==> src/rtl/genius_pkg.sv <==
// genius_pkg: state encoding, colour codes and LFSR constants for the Genius sprite sequencer.
// ST_ATTRACT exists only when GENIUS_ATTRACT_EN is defined.
package genius_pkg;

    typedef enum logic [2:0] {
        ST_OFF, ST_IDLE, ST_SHOW, ST_GAP, ST_FLASH_ON, ST_FLASH_OFF
`ifdef GENIUS_ATTRACT_EN
        , ST_ATTRACT
`endif
    } state_e;

    typedef enum logic [1:0] {
        COL_BLUE   = 2'd0,
        COL_GREEN  = 2'd1,
        COL_RED    = 2'd2,
        COL_YELLOW = 2'd3
    } colour_e;

    // Taps 16,14,13,11 expressed as bit positions 15,13,12,10.
    localparam logic [15:0] LFSR_TAPS    = 16'hB400;
    localparam logic [15:0] DEFAULT_SEED = 16'hACE1;
    localparam int          CNT_W        = 16;

    function automatic logic [15:0] lfsr_next(input logic [15:0] s);
        return {s[14:0], ^(s & LFSR_TAPS)};
    endfunction

endpackage

==> src/rtl/genius_sprite_sequencer_if.sv <==
// genius_sprite_sequencer_if: game-side controls and sprite-enable outputs of the sequencer.
interface genius_sprite_sequencer_if;
    logic        VGA_VS;
    logic        PWR_ON;
    logic        PLAY;
    logic [4:0]  LEVEL;
    logic [15:0] SEED;
    logic        RESULT_WIN;
    logic        RESULT_LOSE;
    logic        BLUE_EN, GREEN_EN, RED_EN, YELLOW_EN, LOSE_EN, WIN_EN, PWR_EN;
    logic        BUSY;
    logic [4:0]  STEP_IDX;
    logic        DONE;

    modport master (
        output VGA_VS, PWR_ON, PLAY, LEVEL, SEED, RESULT_WIN, RESULT_LOSE,
        input  BLUE_EN, GREEN_EN, RED_EN, YELLOW_EN, LOSE_EN, WIN_EN, PWR_EN, BUSY, STEP_IDX, DONE
    );

    modport slave (
        input  VGA_VS, PWR_ON, PLAY, LEVEL, SEED, RESULT_WIN, RESULT_LOSE,
        output BLUE_EN, GREEN_EN, RED_EN, YELLOW_EN, LOSE_EN, WIN_EN, PWR_EN, BUSY, STEP_IDX, DONE
    );
endinterface

==> src/rtl/genius_lfsr16.sv <==
// genius_lfsr16: 16-bit Fibonacci LFSR; load takes the seed, advance steps once (both together step the seed).
module genius_lfsr16
    import genius_pkg::*;
(
    input  logic        clk,
    input  logic        rst_n,
    input  logic        load,
    input  logic [15:0] seed,
    input  logic        advance,
    output logic [15:0] state
);

    logic [15:0] state_q, state_d, base;

    assign base    = load ? seed : state_q;
    assign state_d = advance ? lfsr_next(base) : base;
    assign state   = state_q;

    always_ff @(posedge clk or negedge rst_n) begin
        if (!rst_n) state_q <= '0;
        else        state_q <= state_d;
    end

endmodule

==> src/rtl/genius_sprite_sequencer.sv <==
// genius_sprite_sequencer: frame-timed Genius colour playback and WIN/LOSE flashing on registered sprite enables.
// Define GENIUS_ATTRACT_EN to add the idle ATTRACT colour rotation (parameter ATTRACT_FRAMES).
module genius_sprite_sequencer
    import genius_pkg::*;
#(
    parameter int MAX_LEN      = 32,
    parameter int ON_FRAMES    = 30,
    parameter int OFF_FRAMES   = 15,
    parameter int FLASH_FRAMES = 20,
    parameter int FLASH_COUNT  = 3
`ifdef GENIUS_ATTRACT_EN
    , parameter int ATTRACT_FRAMES = 600
`endif
) (
    input  logic CLOCK_50,
    input  logic RESET_N,
    genius_sprite_sequencer_if.slave bus
);

    state_e           state_q, state_d;
    logic             vs_q, tick;
    logic [CNT_W-1:0] cnt_q, cnt_d, pair_q, pair_d;
    logic [4:0]       step_q, step_d, step_idx_q, step_idx_d;
    logic [5:0]       level_q, level_d, level_in;
    logic [15:0]      seed_q, seed_d, lfsr;
    logic             win_q, win_d, load, adv, done_d, rot, idle_like;
    logic             on_exp, off_exp, fl_exp;
    logic [1:0]       acol_q, acol_d, show_col;
    logic [3:0]       col_en_q, col_en_d;
    logic             win_en_q, lose_en_q, pwr_en_q, busy_q, done_q;

    assign tick     = bus.VGA_VS & ~vs_q;
    assign on_exp   = tick && cnt_q == CNT_W'(ON_FRAMES - 1);
    assign off_exp  = tick && cnt_q == CNT_W'(OFF_FRAMES - 1);
    assign fl_exp   = tick && cnt_q == CNT_W'(FLASH_FRAMES - 1);
    assign level_in = (bus.LEVEL == 5'd0) ? 6'd1 :
                      ({1'b0, bus.LEVEL} > 6'(MAX_LEN)) ? 6'(MAX_LEN) : {1'b0, bus.LEVEL};
    assign show_col = 2'(lfsr & 16'h0003);

`ifdef GENIUS_ATTRACT_EN
    logic at_exp;
    assign at_exp    = tick && cnt_q == CNT_W'(ATTRACT_FRAMES - 1);
    assign idle_like = state_q == ST_IDLE || state_q == ST_ATTRACT;
    assign col_en_d  = (state_q == ST_SHOW)    ? 4'b0001 << show_col :
                       (state_q == ST_ATTRACT) ? 4'b0001 << acol_q : 4'b0000;
`else
    assign idle_like = state_q == ST_IDLE;
    assign col_en_d  = (state_q == ST_SHOW) ? 4'b0001 << show_col : 4'b0000;
`endif

    assign step_idx_d = (state_q == ST_SHOW || state_q == ST_GAP) ? step_q : 5'd0;

    genius_lfsr16 u_lfsr (
        .clk     (CLOCK_50),
        .rst_n   (RESET_N),
        .load    (load),
        .seed    (seed_q),
        .advance (adv),
        .state   (lfsr)
    );

    always_comb begin
        state_d = state_q;
        step_d  = step_q;
        level_d = level_q;
        seed_d  = seed_q;
        win_d   = win_q;
        pair_d  = pair_q;
        acol_d  = acol_q;
        load    = 1'b0;
        adv     = 1'b0;
        done_d  = 1'b0;
        rot     = 1'b0;
        case (state_q)
            ST_OFF: if (bus.PWR_ON) begin
                seed_d  = (bus.SEED == 16'd0) ? DEFAULT_SEED : bus.SEED;
                state_d = ST_IDLE;
            end
            ST_SHOW: if (on_exp) state_d = ST_GAP;
            ST_GAP: if (off_exp) begin
                if ({1'b0, step_q} == level_q - 6'd1) begin
                    state_d = ST_IDLE;
                    done_d  = 1'b1;
                end else begin
                    step_d  = step_q + 5'd1;
                    adv     = 1'b1;
                    state_d = ST_SHOW;
                end
            end
            ST_FLASH_ON: if (fl_exp) state_d = ST_FLASH_OFF;
            ST_FLASH_OFF: if (fl_exp) begin
                if (pair_q == CNT_W'(FLASH_COUNT - 1)) state_d = ST_IDLE;
                else begin
                    pair_d  = pair_q + CNT_W'(1);
                    state_d = ST_FLASH_ON;
                end
            end
`ifdef GENIUS_ATTRACT_EN
            ST_ATTRACT: if (on_exp) begin
                acol_d = acol_q + 2'd1;
                rot    = 1'b1;
            end
`endif
            default: ;
        endcase
        // Results outrank PLAY, LOSE outranks WIN; anything outside IDLE/ATTRACT is dropped.
        if (idle_like) begin
            if (bus.RESULT_LOSE || bus.RESULT_WIN) begin
                win_d   = ~bus.RESULT_LOSE;
                pair_d  = '0;
                state_d = ST_FLASH_ON;
            end else if (bus.PLAY) begin
                load    = 1'b1;
                adv     = 1'b1;
                step_d  = 5'd0;
                level_d = level_in;
                state_d = ST_SHOW;
            end
`ifdef GENIUS_ATTRACT_EN
            else if (state_q == ST_IDLE && at_exp) begin
                acol_d  = COL_BLUE;
                state_d = ST_ATTRACT;
            end
`endif
        end
        if (!bus.PWR_ON) begin
            state_d = ST_OFF;
            done_d  = 1'b0;
        end
        cnt_d = (state_d != state_q || rot) ? '0 : tick ? cnt_q + CNT_W'(1) : cnt_q;
    end

    always_ff @(posedge CLOCK_50 or negedge RESET_N) begin
        if (!RESET_N) begin
            state_q    <= ST_OFF;
            vs_q       <= 1'b0;
            cnt_q      <= '0;
            pair_q     <= '0;
            step_q     <= '0;
            level_q    <= '0;
            seed_q     <= '0;
            win_q      <= 1'b0;
            acol_q     <= '0;
            col_en_q   <= '0;
            win_en_q   <= 1'b0;
            lose_en_q  <= 1'b0;
            pwr_en_q   <= 1'b0;
            busy_q     <= 1'b0;
            done_q     <= 1'b0;
            step_idx_q <= '0;
        end else begin
            state_q    <= state_d;
            vs_q       <= bus.VGA_VS;
            cnt_q      <= cnt_d;
            pair_q     <= pair_d;
            step_q     <= step_d;
            level_q    <= level_d;
            seed_q     <= seed_d;
            win_q      <= win_d;
            acol_q     <= acol_d;
            col_en_q   <= col_en_d;
            win_en_q   <= state_q == ST_FLASH_ON && win_q;
            lose_en_q  <= state_q == ST_FLASH_ON && !win_q;
            pwr_en_q   <= state_q != ST_OFF;
            busy_q     <= state_q != ST_OFF && !idle_like;
            done_q     <= done_d;
            step_idx_q <= step_idx_d;
        end
    end

    assign bus.BLUE_EN   = col_en_q[0];
    assign bus.GREEN_EN  = col_en_q[1];
    assign bus.RED_EN    = col_en_q[2];
    assign bus.YELLOW_EN = col_en_q[3];
    assign bus.WIN_EN    = win_en_q;
    assign bus.LOSE_EN   = lose_en_q;
    assign bus.PWR_EN    = pwr_en_q;
    assign bus.BUSY      = busy_q;
    assign bus.DONE      = done_q;
    assign bus.STEP_IDX  = step_idx_q;

endmodule

==> src/flat_wrapper.sv <==
// flat-port wrapper written by rule: the top's interface ports become plain ports
module genius_sprite_sequencer_flat import genius_pkg::*;
#(
    parameter int MAX_LEN      = 32,
    parameter int ON_FRAMES    = 30,
    parameter int OFF_FRAMES   = 15,
    parameter int FLASH_FRAMES = 20,
    parameter int FLASH_COUNT  = 3

)
  (CLOCK_50, RESET_N, bus_VGA_VS, bus_PWR_ON, bus_PLAY, bus_LEVEL, bus_SEED, bus_RESULT_WIN, bus_RESULT_LOSE, bus_BLUE_EN, bus_GREEN_EN, bus_RED_EN, bus_YELLOW_EN, bus_LOSE_EN, bus_WIN_EN, bus_PWR_EN, bus_BUSY, bus_STEP_IDX, bus_DONE);
  genius_sprite_sequencer_if bus_i ();
  input  logic CLOCK_50;
  input  logic RESET_N;
  input wire logic [$bits(bus_i.VGA_VS)-1:0] bus_VGA_VS;
  input wire logic [$bits(bus_i.PWR_ON)-1:0] bus_PWR_ON;
  input wire logic [$bits(bus_i.PLAY)-1:0] bus_PLAY;
  input wire logic [$bits(bus_i.LEVEL)-1:0] bus_LEVEL;
  input wire logic [$bits(bus_i.SEED)-1:0] bus_SEED;
  input wire logic [$bits(bus_i.RESULT_WIN)-1:0] bus_RESULT_WIN;
  input wire logic [$bits(bus_i.RESULT_LOSE)-1:0] bus_RESULT_LOSE;
  output wire logic [$bits(bus_i.BLUE_EN)-1:0] bus_BLUE_EN;
  output wire logic [$bits(bus_i.GREEN_EN)-1:0] bus_GREEN_EN;
  output wire logic [$bits(bus_i.RED_EN)-1:0] bus_RED_EN;
  output wire logic [$bits(bus_i.YELLOW_EN)-1:0] bus_YELLOW_EN;
  output wire logic [$bits(bus_i.LOSE_EN)-1:0] bus_LOSE_EN;
  output wire logic [$bits(bus_i.WIN_EN)-1:0] bus_WIN_EN;
  output wire logic [$bits(bus_i.PWR_EN)-1:0] bus_PWR_EN;
  output wire logic [$bits(bus_i.BUSY)-1:0] bus_BUSY;
  output wire logic [$bits(bus_i.STEP_IDX)-1:0] bus_STEP_IDX;
  output wire logic [$bits(bus_i.DONE)-1:0] bus_DONE;
  assign bus_i.VGA_VS = bus_VGA_VS;
  assign bus_i.PWR_ON = bus_PWR_ON;
  assign bus_i.PLAY = bus_PLAY;
  assign bus_i.LEVEL = bus_LEVEL;
  assign bus_i.SEED = bus_SEED;
  assign bus_i.RESULT_WIN = bus_RESULT_WIN;
  assign bus_i.RESULT_LOSE = bus_RESULT_LOSE;
  assign bus_BLUE_EN = bus_i.BLUE_EN;
  assign bus_GREEN_EN = bus_i.GREEN_EN;
  assign bus_RED_EN = bus_i.RED_EN;
  assign bus_YELLOW_EN = bus_i.YELLOW_EN;
  assign bus_LOSE_EN = bus_i.LOSE_EN;
  assign bus_WIN_EN = bus_i.WIN_EN;
  assign bus_PWR_EN = bus_i.PWR_EN;
  assign bus_BUSY = bus_i.BUSY;
  assign bus_STEP_IDX = bus_i.STEP_IDX;
  assign bus_DONE = bus_i.DONE;
  genius_sprite_sequencer #(.MAX_LEN(MAX_LEN), .ON_FRAMES(ON_FRAMES), .OFF_FRAMES(OFF_FRAMES), .FLASH_FRAMES(FLASH_FRAMES), .FLASH_COUNT(FLASH_COUNT)) u_core (.CLOCK_50(CLOCK_50), .RESET_N(RESET_N), .bus(bus_i));
endmodule
==> config.mk <==
export PLATFORM = sky130hd
export DESIGN_NAME = genius_sprite_sequencer_flat
export DESIGN_NICKNAME = d
export VERILOG_FILES = /design/src/rtl/genius_pkg.sv /design/src/rtl/genius_sprite_sequencer_if.sv /design/src/rtl/genius_lfsr16.sv /design/src/rtl/genius_sprite_sequencer.sv /design/src/flat_wrapper.sv
export SDC_FILE = /design/constraint.sdc
export NUM_CORES = 1
export LEC_CHECK = 0
export CORE_AREA = 3 3 93 95
export CTS_CLUSTER_SIZE = 30
export DETAILED_ROUTE_END_ITERATION = 8
export DIE_AREA = 0 0 96 98
export DONT_BUFFER_PORTS = 1
export PLACE_DENSITY = 0.71
export SLEW_MARGIN = 20
export SYNTH_ARGS = -nofsm -noshare
export SYNTH_HDL_FRONTEND = slang
export SYNTH_SLANG_ARGS = --single-unit
==> constraint.sdc <==
create_clock -name CLOCK_50 -period 2.62 [get_ports CLOCK_50]
set_input_delay 0.262 -clock CLOCK_50 [delete_from_list [all_inputs] [get_ports CLOCK_50]]
set_output_delay 0.262 -clock CLOCK_50 [all_outputs]
set_load 0.03 [all_outputs]
* Word level (Yosys, flattened, before mapping)
Index checks and enable logic that the tools add are counted.
** Word-level totals
- Word-level logic and storage cells :: 100
- Input port bits :: 28
- Output and inout bits :: 14
- Register bits :: 94
** Operators by class
- Equality and inequality tests :: 11
- Multiplexer cells :: 44
- $lt $le $gt $ge :: 1
- Shift-type cells :: 1
- Reduce and logical (&&, ||, !) cells :: 19
- $add $sub $neg :: 4
- Bitwise gates (word level) :: 4
** Operator list (count)
- 2-to-1 mux 16 bit :: 10
- 2-to-1 mux 5 bit :: 7
- adder 16 x 1 -> 16 bit (second input constant) :: 2
- equality test 16 x 5 -> 1 bit (second input constant) :: 2
- 2-to-1 mux 3 bit :: 9
- equality test 16 x 2 -> 1 bit (second input constant) :: 1
- equality test 16 x 4 -> 1 bit (second input constant) :: 1
- zero test 16 bit :: 1
- parity 16 bit :: 1
- case mux 3 bit (5 select lines) :: 1
- 2-to-1 mux 1 bit :: 13
- 2-to-1 mux 6 bit :: 2
- equality test 3 x 2 -> 1 bit (second input constant) :: 2
- equality test 3 bit (second input constant) :: 2
- equality test 5 x 6 -> 1 bit :: 1
- greater-than comparator 5 x 6 -> 1 bit (second input constant) :: 1
- logical AND 1 bit :: 6
- subtractor 6 x 1 -> 6 bit (second input constant) :: 1
- adder 5 x 1 -> 5 bit (second input constant) :: 1
- zero test 5 bit :: 1
- 2-to-1 mux 4 bit :: 1
- AND reduction 2 bit :: 2
- << shifter 1 x 2 -> 4 bit (first input constant) :: 1
- equality test 3 x 1 -> 1 bit (second input constant) :: 1
- 10 further kinds :: 14

* Longest topological paths before layout
- Depth in word-level cells :: 11
- Gate-level depth with buffers :: 9
- Mapped depth without buffers :: 8

* Hierarchy
Synthesis repeated with hierarchy kept, for this count alone.
** Unflattened totals
- Cell total of the unflattened synthesis :: 422
- Area, all modules :: 4764.6 µm²
** Modules (own cells, without submodules)
- genius_sprite_sequencer :: sequential area each 1926.8 µm², cells an instance 380, instances 1, area each 3908.7 µm²
- genius_lfsr16 :: sequential area each 400.4 µm², cells an instance 42, instances 1, area each 855.8 µm²

* Worst setup path after synthesis
Ideal clock, no wire load.
- Path kind :: register -> register
- Start point :: register u_core.cnt_q[0]
- End point :: register u_core.cnt_q[10]
- Slack :: 0.313 ns
- Stages on the path, launching flop included :: 10
- Arrival :: 2.227 ns
- Buffers on the path :: 2
- Period minus slack after synthesis :: 2.307 ns
- Library setup time :: 0.080 ns
- Required time :: 2.540 ns
- Cells stage by stage :: dfrtp_1 > ha_1 > and3b_1 > clkbuf_1 > nand4_1 > nor3_1 > a211o_1 > mux2_4 > buf_6 > nor3_2
** Between the ends
- Longest elaborated chain between the ends :: 10
- Elaborated cells on any way between the ends :: 20
- Those cells by class :: add/sub (1); eq/ne (4); mux (11); reduce/logical (4)
** Ends and longest elaborated chain
- start, declared :: RTL line genius_sprite_sequencer.sv:22 : logic [CNT_W-1:0] cnt_q, cnt_d, pair_q, pair_d;
- start signal, assigned :: RTL line genius_sprite_sequencer.sv:154 : cnt_q <= cnt_d;
- equality test 16 x 5 -> 1 bit, or another cell as far along :: RTL line genius_sprite_sequencer.sv:35 : assign fl_exp = tick && cnt_q == CNT_W'(FLASH_FRAMES - 1);
- logical AND 1 bit (on tied branches) :: RTL line genius_sprite_sequencer.sv:35, genius_sprite_sequencer.sv:33, genius_sprite_sequencer.sv:34
- 2-to-1 mux 3 bit (on tied branches)
- case mux 3 bit (5 select lines) :: RTL line genius_sprite_sequencer.sv:74 : case (state_q)
- 2-to-1 mux 3 bit :: RTL line genius_sprite_sequencer.sv:112 : end else if (bus.PLAY) begin
- 2-to-1 mux 3 bit :: RTL line genius_sprite_sequencer.sv:108 : if (bus.RESULT_LOSE || bus.RESULT_WIN) begin
- 2-to-1 mux 3 bit :: RTL line genius_sprite_sequencer.sv:107 : if (idle_like) begin
- 2-to-1 mux 3 bit :: RTL line genius_sprite_sequencer.sv:126 : if (!bus.PWR_ON) begin
- != test 3 bit :: RTL line genius_sprite_sequencer.sv:130 : cnt_d = (state_d != state_q || rot) ? '0 : tick ? cnt_q + CNT_W'(1) : cnt_q;
- 2-to-1 mux 16 bit or nonzero test 2 bit (tied branches)
Several ways; a longest one is shown, not always the timed one. The select of a mux whose other input is x is not followed.
A chain may end at the register's enable or synchronous reset.

* Final worst setup path
- Start point :: register u_core.cnt_q[0]
- End point :: register u_core.cnt_q[0]
The elaborated chain is that of the path after synthesis.

==> qor.yml <==
run_status:
  status: "finished, final reports clean"
global_routing:
  grt_pass1_vias: 3243
  grt-ovfl-total: 0
  gr-usage-met3_pct: 3.467
  gr-usage-met1_pct: 26.98
  grt_use_total_pct: 20.01
  grt_first_pass_wirelength_um: 15130
  grt_use_met2_pct: 32.66
  antenna_found_initial: 0
  grt-busiest-layer: "met2"
  grt_start_max_net_pins: 94
critical_path:
  r2r_cells: 8
  worst_setup_path_start_kind: "flip-flop"
  critPathMaxStageDelay_ps: 470
  cp-endpoint: "u_core.cnt_q[0]$_DFFE_PN0P_"
  cp-startpoint: "u_core.cnt_q[0]$_DFFE_PN0P_"
  critPathBufInv: 1
  cpLargestDelayFamily: "simple AND/OR/NAND/NOR gates"
  arrival_ps: 2710
  regToRegEndpoint: "u_core.cnt_q[0]$_DFFE_PN0P_"
  worstPathMaxFanout: 16
  rrSetupSlack_ps: 180
  crit_chain: "inv_1, ha_1, or2b_2, or3b_1, o21ai_0, a211o_1, mux2_4, nor3_1"
  timing.rr.start: "u_core.cnt_q[0]$_DFFE_PN0P_"
  endpoint_kind: "flip-flop"
  required_ps: 2890
  cp.depth: 8
  critPathSlowestCell: "dfrtp_2"
  critical_path_class: "flip-flop to flip-flop"
cells_and_area:
  drive_gt1_share_pct: 15.08
  final_area_um2: 5045
  fillers: 636
  layout.nets: 481
  area_growth_pct: 8.329
  diodes: 0
clock_tree:
  post-cts-setup-buffers: 0
  h-tree-depth: 3
  cts-root-buf: "clkbuf_8"
  cts_sinks: 93
  path_clk_slew_ps: 100
  clk_latency_ps: 360
  clockBufferDepth: 2
  cts_tree: "done"
  numCtsBuffers: 9
die:
  boundaryPins: 42
  die_area_um2: 9408
  fp.dieH_um: 98
  core_um2: 7807
  initial_core_util_pct: 59.65
  fp.dieW_um: 96
  row_count: 32
power:
  sw_frac_of_total_pct: 33.12
  p_sw_mw: 1.285
  p_per_area_nw_per_um2: 769.0
  p_comb_share_pct: 23.3
  irDropWorstVdd_mv: 0.3999
  p_int_mw: 2.594
  power_frac_seq_pct: 50.6
  cellLeakagePower_nw: 2.184
  clock_power_share_pct: 26.1
route:
  dr.pass1.iters: 4
  drcViolationCount: 0
  routed-via-count: 3153
  drt_wl_total_um: 8667
  ant_nets: 0
  wl_per_cell_um: 15.67
  drt_iter0_markers: 151
  via_per_inst: 5.702
timing:
  drv_slew: 0
  slew_headroom_pct: 62.66
  setup_violations: 0
  period_needed_ps: 2444
  hold_viol: 0
  skew_ps: 11.37
  final.setup.tns_ps: 0
  worst_slack_ps: 176.2
  tightest_slew_ps: 560.1
  whs_ps: 15.12
  fmax_ghz: 0.4092
  post-route-period-util_pct: 93.28
  rsz0062_at_grt: "no"
synthesis:
  synth_area_leader_cell: "dfrtp_1"
  synth_area_leaders: "dfrtp_1 50%, xor2_1 5.6%, mux2i_1 3.9%"
  netlist_area_um2: 4657
  synthDistinctLibCells: 62
  syn_avg_cell_area_um2: 10.63
  synth_common_cells: "93 x dfrtp_1, 42 x nand2_1, 32 x nor2_1"
  ys_warn_count: 0
  ys_ff_latch: 93
  synth.top_cell.area_share_pct: 49.97
  synth-seq-area-share_pct: 49.97
  ys.flop_type: "dfrtp_1"
  synth_most_common_cell: "dfrtp_1"
  synthesis.nets: 473
  synth-edff-count: 0
  synthCells: 438
  async_flop_share_pct: 100.0
placed_design:
  port_buffers: 0
  gp_congestion: 0.7979
  post-place-ws_ps: 179.6
  dp_hpwl_um: 6043
  placed_area_um2: 4758
worst_hold_path:
  min-delay-path-class: "input port to flip-flop"
  min_delay_path_depth: 2
job:
  drv_cap: 0
registers in the layout, indices dropped and copies added, names as in the netlist, 3 cells and up:
| register | cells |
|---|---|
| u_core.level_q | 5 |
| u_core.state_q | 3 |
| u_core.col_en_q | 4 |
| u_core.bus.STEP_IDX | 5 |
| u_core.seed_q | 16 |
| u_core.step_q | 5 |
| u_core.u_lfsr.state | 16 |
| u_core.pair_q | 16 |
| u_core.cnt_q | 16 |
worst min-delay path by stage:
stage / endpoint / startpoint / slack [ps]
after floorplan: u_core.bus.BUSY$_DFF_PN0_ / RESET_N / -30
after global placement: u_core.pair_q[2]$_DFF_PN0_ / RESET_N / -30
after detailed placement: u_core.pair_q[4]$_DFF_PN0_ / RESET_N / -30
after CTS: u_core.level_q[4]$_DFFE_PN0P_ / bus_LEVEL[4] / 3
after global routing: u_core.level_q[4]$_DFFE_PN0P_ / bus_LEVEL[4] / 7
final: u_core.level_q[4]$_DFFE_PN0P_ / bus_LEVEL[4] / 20
logic make-up after synthesis:
logic type,share of synthesized area (%)
AO/OA/AOI/OAI,8.329
XOR/XNOR,7.899
adder cells (fa/ha/maj),1.881
buffers and inverters,3.466
flip-flops,49.97
multiplexers,6.367
AND/OR/NAND/NOR,22.09
power by group through the flow:
stage	Clock [mW]	Sequential, mW	Combinational (mW)
2_1_floorplan	0	1.91	0.736
3_3_place_gp	0	1.98	0.845
3_5_place_dp	0	1.99	0.873
4_1_cts	1.04	1.96	0.912
5_1_grt	1.10	2.01	1.02
6_report	1.01	1.96	0.903
cells in the final DEF, fill, tap and decap left out, types with 9 or more instances in the layout:
master,count
clkbuf_8,9
o21ai_1,14
inv_1,10
mux2_2,9
nand3_1,19
xnor2_1,12
mux2i_1,18
a21oi_1,9
nand4_1,18
nor4_1,10
nor2_1,31
dfrtp_1,92
xor2_1,30
buf_4,10
o21ai_0,9
nand2_1,42
nor3_1,9
nor3_2,11
routing by layer:
| metal | routed length [um] | up-vias |
|---|---|---|
| met4 | 149 | 0 |
| met1 | 4023 | 1521 |
| met5 | 0 | - |
| met3 | 301 | 14 |
| li1 | - | 1558 |
| met2 | 4192 | 60 |
metrics by stage:
step,std cells,power [mW],util [%]
after floorplan,438,2.650,-
after global placement,532,2.824,60.95
after detailed placement,532,2.864,60.95
after CTS,553,3.918,64.54
after global routing,553,4.130,64.62
final,553,3.879,64.62
final cells by class:
cell class / instances / area (um^2) / area share (%)
clock inverters: 7 / 88.84 / 1.761
flip-flops and latches: 93 / 2328 / 46.16
clock buffers: 9 / 123.9 / 2.455
repair buffers: 16 / 162.7 / 3.224
inverters: 10 / 37.54 / 0.7440
well taps: 102 / 127.6 / 2.530
multi-input cells: 316 / 2176 / 43.13
timing repair:
item                       4_1_cts  5_1_grt
setup endpoints to repair        0        4
hold endpoints to repair        96        0
resized for setup                0        2
hold buffers                     5        0
Power figures use the tool's default switching activity.
